$ cat config.mk
export PLATFORM = sky130hd
export DESIGN_NAME = btb_assoc
export DESIGN_NICKNAME = d
export VERILOG_FILES = /design/src/rtl/btb_pkg.sv /design/src/rtl/btb_assoc_lookup.sv /design/src/rtl/btb_assoc.sv
export SDC_FILE = /design/constraint.sdc
export NUM_CORES = 2
export LEC_CHECK = 0
export CAP_MARGIN = 20
export CORE_MARGIN = 2
export CORE_UTILIZATION = 45
export DETAILED_ROUTE_END_ITERATION = 8
export PLACE_DENSITY = 0.71
export RECOVER_POWER = 50
export SYNTH_ARGS = -nofsm -noshare
export SYNTH_HDL_FRONTEND = slang
export SYNTH_HIERARCHICAL = 1
export SYNTH_SLANG_ARGS = --single-unit
$ cat constraint.sdc
create_clock -name clk -period 23.1 [get_ports clk]
set_clock_uncertainty 0.1 [all_clocks]
set_input_delay 4.62 -clock clk [delete_from_list [all_inputs] [get_ports clk]]
set_output_delay 4.62 -clock clk [all_outputs]
set_load 0.01 [all_outputs]
$ cat src/rtl/btb_pkg.sv
// Shared types and constants for the set-associative branch target buffer.
// Entry field widths are fixed here; btb_assoc's ADDR/TAG/CNT parameters
// must match BTB_ADDR/BTB_TAG/BTB_CNT.
`ifndef BtbCntWidth
`define BtbCntWidth 2
`endif

package btb_pkg;
  localparam int BTB_ADDR = 32;
  localparam int BTB_TAG  = 16;
  localparam int BTB_CNT  = `BtbCntWidth;

  // Saturated (strongly taken) and freshly allocated (weakly taken) counts.
  localparam logic [BTB_CNT-1:0] BTB_CNT_MAX  = {BTB_CNT{1'b1}};
  localparam logic [BTB_CNT-1:0] BTB_CNT_WEAK = BTB_CNT'(1) << (BTB_CNT - 1);

  typedef struct packed {
    logic                valid;
    logic                is_jump;
    logic [BTB_TAG-1:0]  tag;
    logic [BTB_ADDR-1:0] target;
    logic [BTB_CNT-1:0]  cnt;
  } btb_entry_t;

  typedef enum logic [0:0] {
    IDLE  = 1'b0,
    CLEAR = 1'b1
  } btb_state_t;
endpackage

$ cat src/rtl/btb_assoc_lookup.sv
// Tag compare across the WAYS entries of one set.
// Ports:
//   ents      in  WAYS entries of the selected set
//   addr      in  address being looked up (tag taken from addr[2+IDX +: TAG])
//   match     out some way is valid with a matching tag
//   match_way out lowest matching way
//   hit       out some matching way predicts taken (jump, or counter MSB set)
//   target    out target of the lowest predicting way, 0 when no hit
module btb_assoc_lookup
  import btb_pkg::*;
#(
  parameter int WAYS = 2,
  parameter int ADDR = BTB_ADDR,
  parameter int TAG  = BTB_TAG,
  parameter int IDX  = 4,
  parameter int WAYW = 1
) (
  input  btb_entry_t [WAYS-1:0] ents,
  input  logic [ADDR-1:0]       addr,
  output logic                  match,
  output logic [WAYW-1:0]       match_way,
  output logic                  hit,
  output logic [ADDR-1:0]       target
);
  logic [TAG-1:0] tag;
  logic           addr_unused;

  assign tag         = addr[2+IDX +: TAG];
  assign addr_unused = ^addr;

  // Scan from the top way down so the lowest way overwrites last and wins.
  always_comb begin
    match     = 1'b0;
    match_way = '0;
    hit       = 1'b0;
    target    = '0;
    for (int w = WAYS - 1; w >= 0; w--) begin
      if (ents[w].valid && ents[w].tag == tag) begin
        match     = 1'b1;
        match_way = WAYW'(w);
        if (ents[w].is_jump || ents[w].cnt[BTB_CNT-1]) begin
          hit    = 1'b1;
          target = ents[w].target;
        end
      end
    end
  end
endmodule

$ cat src/rtl/btb_assoc.sv
// Set-associative, multi-lane branch target buffer.
// Lookup is combinational from pc (lane i predicts pc+4*i); training is
// registered from the commit port. A clear sequence walks every set after
// reset or flush, invalidating entries and resetting replacement pointers.
// Ports:
//   clk, reset         clock, synchronous active-high reset
//   flush              pulse: invalidate all entries
//   busy               clear sequence in progress
//   pc                 lane-0 fetch address
//   btb_hit/btb_addr   per-lane taken prediction and target (lane i at [i*ADDR +: ADDR])
//   br_commit/br_taken/br_miss   committing conditional branch
//   jump_commit/jump_miss        committing jump
//   com_addr/com_tar_addr        committing address and resolved target
module btb_assoc
  import btb_pkg::*;
#(
  parameter int ADDR  = BTB_ADDR,
  parameter int SETS  = 16,
  parameter int WAYS  = 2,
  parameter int FETCH = 2,
  parameter int TAG   = BTB_TAG,
  parameter int CNT   = BTB_CNT
) (
  input  logic                  clk,
  input  logic                  reset,
  input  logic                  flush,
  output logic                  busy,
  input  logic [ADDR-1:0]       pc,
  output logic [FETCH-1:0]      btb_hit,
  output logic [FETCH*ADDR-1:0] btb_addr,
  input  logic                  br_commit,
  input  logic                  br_taken,
  input  logic                  br_miss,
  input  logic                  jump_commit,
  input  logic                  jump_miss,
  input  logic [ADDR-1:0]       com_addr,
  input  logic [ADDR-1:0]       com_tar_addr
);
  localparam int IDX  = $clog2(SETS);
  localparam int WAYW = (WAYS > 1) ? $clog2(WAYS) : 1;

  btb_entry_t [WAYS-1:0] tbl [SETS];
  logic [WAYW-1:0]       rr  [SETS];
  btb_state_t            state;
  logic [IDX-1:0]        clr_idx;

  assign busy = reset || (state == CLEAR);

  // ---------------- lookup lanes ----------------
  for (genvar i = 0; i < FETCH; i++) begin : g_lane
    logic [ADDR-1:0]       la;
    btb_entry_t [WAYS-1:0] set_ents;
    logic                  lh, lm;
    logic [WAYW-1:0]       lw;
    logic [ADDR-1:0]       lt;
    logic                  lane_unused;

    assign la          = pc + ADDR'(4 * i);
    assign set_ents    = tbl[la[2 +: IDX]];
    assign lane_unused = ^{lm, lw};

    btb_assoc_lookup #(
      .WAYS(WAYS), .ADDR(ADDR), .TAG(TAG), .IDX(IDX), .WAYW(WAYW)
    ) u_lookup (
      .ents(set_ents), .addr(la), .match(lm), .match_way(lw),
      .hit(lh), .target(lt)
    );

    assign btb_hit[i]              = lh && !busy;
    assign btb_addr[i*ADDR +: ADDR] = (lh && !busy) ? lt : '0;
  end

  // ---------------- commit side ----------------
  logic [IDX-1:0]        com_set;
  btb_entry_t [WAYS-1:0] com_ents;
  logic                  c_match, c_hit;
  logic [WAYW-1:0]       c_way;
  logic [ADDR-1:0]       c_tgt;
  logic                  com_unused;

  assign com_set    = com_addr[2 +: IDX];
  assign com_ents   = tbl[com_set];
  assign com_unused = ^{c_hit, c_tgt, jump_miss};

  btb_assoc_lookup #(
    .WAYS(WAYS), .ADDR(ADDR), .TAG(TAG), .IDX(IDX), .WAYW(WAYW)
  ) u_com_lookup (
    .ents(com_ents), .addr(com_addr), .match(c_match), .match_way(c_way),
    .hit(c_hit), .target(c_tgt)
  );

  // Victim: lowest invalid way, else the set's round-robin pointer.
  logic            has_inv;
  logic [WAYW-1:0] inv_way, victim, rr_next;

  always_comb begin
    has_inv = 1'b0;
    inv_way = '0;
    for (int w = WAYS - 1; w >= 0; w--) begin
      if (!com_ents[w].valid) begin
        has_inv = 1'b1;
        inv_way = WAYW'(w);
      end
    end
    victim  = has_inv ? inv_way : rr[com_set];
    rr_next = (rr[com_set] == WAYW'(WAYS - 1)) ? '0 : rr[com_set] + WAYW'(1);
  end

  btb_entry_t new_ent;
  always_comb begin
    new_ent         = '0;
    new_ent.valid   = 1'b1;
    new_ent.is_jump = jump_commit;
    new_ent.tag     = com_addr[2+IDX +: TAG];
    new_ent.target  = com_tar_addr;
    new_ent.cnt     = jump_commit ? BTB_CNT_MAX : BTB_CNT_WEAK;
  end

  logic [CNT-1:0] cur_cnt, cnt_inc, cnt_dec;
  assign cur_cnt = com_ents[c_way].cnt;
  assign cnt_inc = (cur_cnt == BTB_CNT_MAX) ? cur_cnt : cur_cnt + CNT'(1);
  assign cnt_dec = (cur_cnt == '0) ? cur_cnt : cur_cnt - CNT'(1);

  // A miss allocates on a jump or a taken branch; a not-taken miss is ignored.
  logic do_alloc;
  assign do_alloc = !c_match && (jump_commit || (br_commit && br_taken));

  // ---------------- state / table update ----------------
  always_ff @(posedge clk) begin
    if (reset) begin
      state   <= CLEAR;
      clr_idx <= '0;
    end else if (state == CLEAR) begin
      for (int w = 0; w < WAYS; w++) tbl[clr_idx][w].valid <= 1'b0;
      rr[clr_idx] <= '0;
      clr_idx     <= clr_idx + IDX'(1);
      if (clr_idx == IDX'(SETS - 1)) state <= IDLE;
    end else if (flush) begin
      state   <= CLEAR;
      clr_idx <= '0;
    end else if (jump_commit || br_commit) begin
      if (do_alloc) begin
        tbl[com_set][victim] <= new_ent;
        if (!has_inv) rr[com_set] <= rr_next;
      end else if (c_match && jump_commit) begin
        tbl[com_set][c_way].target  <= com_tar_addr;
        tbl[com_set][c_way].cnt     <= BTB_CNT_MAX;
        tbl[com_set][c_way].is_jump <= 1'b1;
      end else if (c_match && br_taken) begin
        tbl[com_set][c_way].cnt <= cnt_inc;
        if (br_miss) tbl[com_set][c_way].target <= com_tar_addr;
      end else if (c_match) begin
        tbl[com_set][c_way].cnt <= cnt_dec;
      end
    end
  end

  // Both commit kinds in one cycle is a pipeline bug; the jump is applied.
  always @(posedge clk) begin
    if (!reset && state == IDLE && !flush)
      assert (!(br_commit && jump_commit))
      else $warning("btb_assoc: br_commit and jump_commit together, jump applied");
  end
endmodule

* Word-level counts from Yosys, hierarchy flattened *
Memories as Yosys holds them, arrays and structs flattened.
Index checks and enable logic that the tools add are counted.

word-level totals
  logic and storage cells = 1397
  memories kept = 2
  bits in writable memories = 1680
  input port bits = 104
  output and inout bits = 67
  flip-flop bits (word level) = 5

memory list
  memory  words  bits a word  read ports  clocked after memory_dff  write ports  RTL line         text
  tbl     16     104          3           0                         1            btb_assoc.sv:42  btb_entry_t [WAYS-1:0] tbl [SETS];
  rr      16     1            1           0                         1            btb_assoc.sv:43  logic [WAYW-1:0] rr [SETS];

operators by class
  magnitude comparators = 4
  reduce and logical (&&, ||, !) cells = 27
  $add $sub $neg = 5
  muxes and demuxes = 725
  bitwise gates (word level) = 624
  eq/ne operators = 8

operators with widths
  operator               count
  $mux 104               9
  $mux 1                 690
  $or 1x1->1             624
  $mux 32                10
  $demux 52 s1           4
  $reduce_or 104->1      1
  $eq 16x16->1           6
  $mux 52                1
  $mux 51                1
  $mux 34                1
  $add 22x3->22 const B  1
  $mux 4                 4
  $logic_and 1x1->1      14
  $mux 2                 5
  $logic_or 1x1->1       7
  $add 4x1->4 const B    1
  $eq 4x4->1 const B     1
  $lt 1x2->1 const B     2
  $add 2x1->2 const B    1
  $eq 2x2->1 const B     1
  $ge 1x1->1 const B     2
  $logic_not 1->1        2
  $logic_not 2->1        1
  $reduce_bool 2->1      1
  3 further kinds        3

* Longest topological paths before layout *
An unclocked memory read counts as a cell.

  word-level depth = 21
  depth in mapped cells = 20
  mapped depth without buffers = 14

* By module *
The synthesis kept the hierarchy.

modules (own cells, without submodules)
  module            area each (µm²)  instances  sequential area each (µm²)  cells an instance
  btb_assoc         91689.2          1          50548.5                     5010
  btb_assoc_lookup  1133.6           3          0.0                         164

* Least setup slack after synthesis *
Ideal clock, no wire load.

  kind = input-to-output
  start point = input port pc[2]
  end point = output port btb_addr[54]
  stages on the path = 16
  required time = 18.380 ns
  path buffers = 5
  setup slack = 9.263 ns
  arrival time = 9.117 ns
  path through = ha_1 -> clkbuf_1 -> clkbuf_1 -> buf_1 -> mux4_2 -> mux4_2 -> xnor2_1 -> nand2_1 -> or4_4 -> nor3_4 -> buf_6 -> a31o_2 -> inv_1 -> nor2_1 -> clkbuf_1 -> and2_1

RTL lines
  item                RTL line         text
  start: declaration  btb_assoc.sv:28  input logic [ADDR-1:0] pc,
  end: declaration    btb_assoc.sv:30  output logic [FETCH*ADDR-1:0] btb_addr,

==> summary.md <==
| Metric | Value |
|---|---|
| Period utilisation layout | `0.831` |
| Final Hold Viols | `0` |
| Root buffer cell | `clkbuf_16` |
| Hold buffers post-CTS | `0` |
| Vias per inst | `6.97` |
| Post-route cell area | `0.0957 mm2` |
| Arr. time, crit path | `19,430 ps` |
| Reg2Reg Setup Slack | `13,870 ps` |
| Worst-path clk slew | `60 ps` |
| P_leak | `33.2 nW` |
| Slew HR | `-4.13` |
| Die Wd | `441 um` |
| DP HPWL | `140 mm` |
| Worst Setup SP | `com_addr[2]` |
| Status | `finished, violations left` |
| Critical path class | `input port to flop` |
| DRT Pass-1 Iters | `8` |
| Fin Setup TNS | `0 ps` |
| Synth warn | `6` |
| # rows | `160` |
| First-pass GRT wire length | `365 mm` |
| Finish-stage setup viols | `0` |
| Worst Setup EP | `tbl[13][9]` |
| Via count | `53,000` |
| ANT nets after route | `0` |
| Startpoint Class | `input port` |
| CTS buffer count | `173` |
| Placed inst area | `0.0904 mm2` |
| Worst-Margin Slew | `7700 ps` |
| Max_cap viols | `44` |
| RSZ-0062 raised after global routing | `no` |
| Post_cts resized | `0` |
| Die footprint | `0.195 mm2` |
| Post-CTS Setup Inserts | `0` |
| Clock Sinks | `1,685` |
| Largest net degree at the start of global routing | `164` |
| Total gr overflow | `0` |
| WL final | `257 mm` |
| Remaining DRCs | `0` |
| Mapped Nets | `5,043` |
| R2R cell count | `15` |
| Final setup margin | `3900 ps` |
| CP Data Required Time | `23,330 ps` |
| Most frequent cells in the layout | `1,680 x edfxtp_1, 893 x mux4_2, 388 x mux2i_1` |
| CTS max path bufs | `3` |
| RR Endpoint | `tbl[13][9]` |
| CTS tree | `built` |
| CP Capture Type | `flop` |
| Area delta synth->final | `11.3%` |
| Syn Inst Count | `4,937` |
| Final net count | `5,067` |
| Gpl congestion | `0.850` |
| Vias in the first global route | `51,700` |
| Layout cells sized above 1 | `0.275` |
| Power Total | `6.65 mW` |
| VDD IR max | `0.0000749 V` |
| Clk_lat worst skew | `850 ps` |
| Wirelength per Cell | `33.8 um` |
| Commonest non-fill, non-tap cell in the layout | `edfxtp_1` |
| Chip Height | `441 um` |
| Mapped Avg Cell Area | `17.4 um2` |
| I/O Buffers | `145` |
| Initial DRC count | `7,430` |
| Failing checks | `max-capacitance violations, max-slew violations` |
| F_max | `52.1 MHz` |
| Starting density of the core | `0.453` |
| GRT Util Overall | `0.260` |
| Worst Hold Class | `flop to flop` |
| R2R Path Start | `tbl[1][51]` |
| Power Density | `69.4 mW/mm2` |
| H-tree Lvls | `4` |
| Min Tclk post-route | `19,200 ps` |
| Fillers | `15,100` |
| Max FO, Critical Path | `86` |
| Mapped Area | `0.0860 mm2` |
| Fin. max-slew vios | `992` |
| Dpl ws | `6230 ps` |
| Initial antenna violation count | `8` |
| Hold WS | `625 ps` |
| Num ports | `171` |
| Core ar. | `0.190 mm2` |
-- registers in the layout, indices dropped and copies added, names as in the netlist --
name / flops
rr: 16
clr_idx: 4
tbl: 1664
state: 1
-- power breakdown --
group	switching, mW	internal (mW)	leakage, nW	total, mW
logic	0.317	0.235	12.2	0.552
clock network	1.23	1.56	2.69	2.78
registers	0.00223	3.31	18.3	3.31
-- metrics by stage --
stage,util,cells
after floorplan,-,4937
after global placement,0.476,7277
after detailed placement,0.476,7277
after CTS,0.505,7583
after global routing,0.504,7605
final,0.504,7605
-- final cells by class --
class / instances / area [um2] / share of cell area
Inverter: 83 / 313 / 0.00327
Multi-Input combinational cell: 2735 / 33700 / 0.353
Antenna cell: 2 / 5.00 / 0.0000523
Clock inverter: 95 / 1060 / 0.0111
Sequential cell: 1685 / 50500 / 0.528
Timing Repair Buffer: 283 / 2410 / 0.0252
Tap cell: 2511 / 3140 / 0.0328
Clock buffer: 211 / 4510 / 0.0472
-- metal layers --
layer | wire (um) | GRT usage | vias up
met5 | 27 | 0 | -
met4 | 12200 | 0.112 | 4
met3 | 29900 | 0.0520 | 724
met2 | 124000 | 0.423 | 3787
met1 | 91000 | 0.343 | 27700
li1 | - | - | 20800
-- how the worst min path moves through the flow --
stage                            end  depth (start not counted)  slack (ps)        from
after CTS                 clr_idx[0]                          2         620  clr_idx[0]
after global routing      clr_idx[0]                          2         660  clr_idx[0]
after floorplan                state                          2         480       state
after global placement    clr_idx[0]                          2         590  clr_idx[0]
final                     clr_idx[0]                          2         620  clr_idx[0]
after detailed placement  clr_idx[0]                          2         610  clr_idx[0]
-- critical path: stages --
cell      delay (ps)
buf_8            440
clkbuf_1        5370
mux2_2           940
o22ai_1          130
or3_1            440
nand2_1          350
o21ai_0          210
or4_2            710
nor3b_1          480
nor2_1            80
clkbuf_1         340
nor3b_1          730
and3_1           260
nor3_1            60
clkbuf_1         800
nor2_4           320
clkbuf_1        2840
No activity file was read; power rests on OpenSTA's default activity.
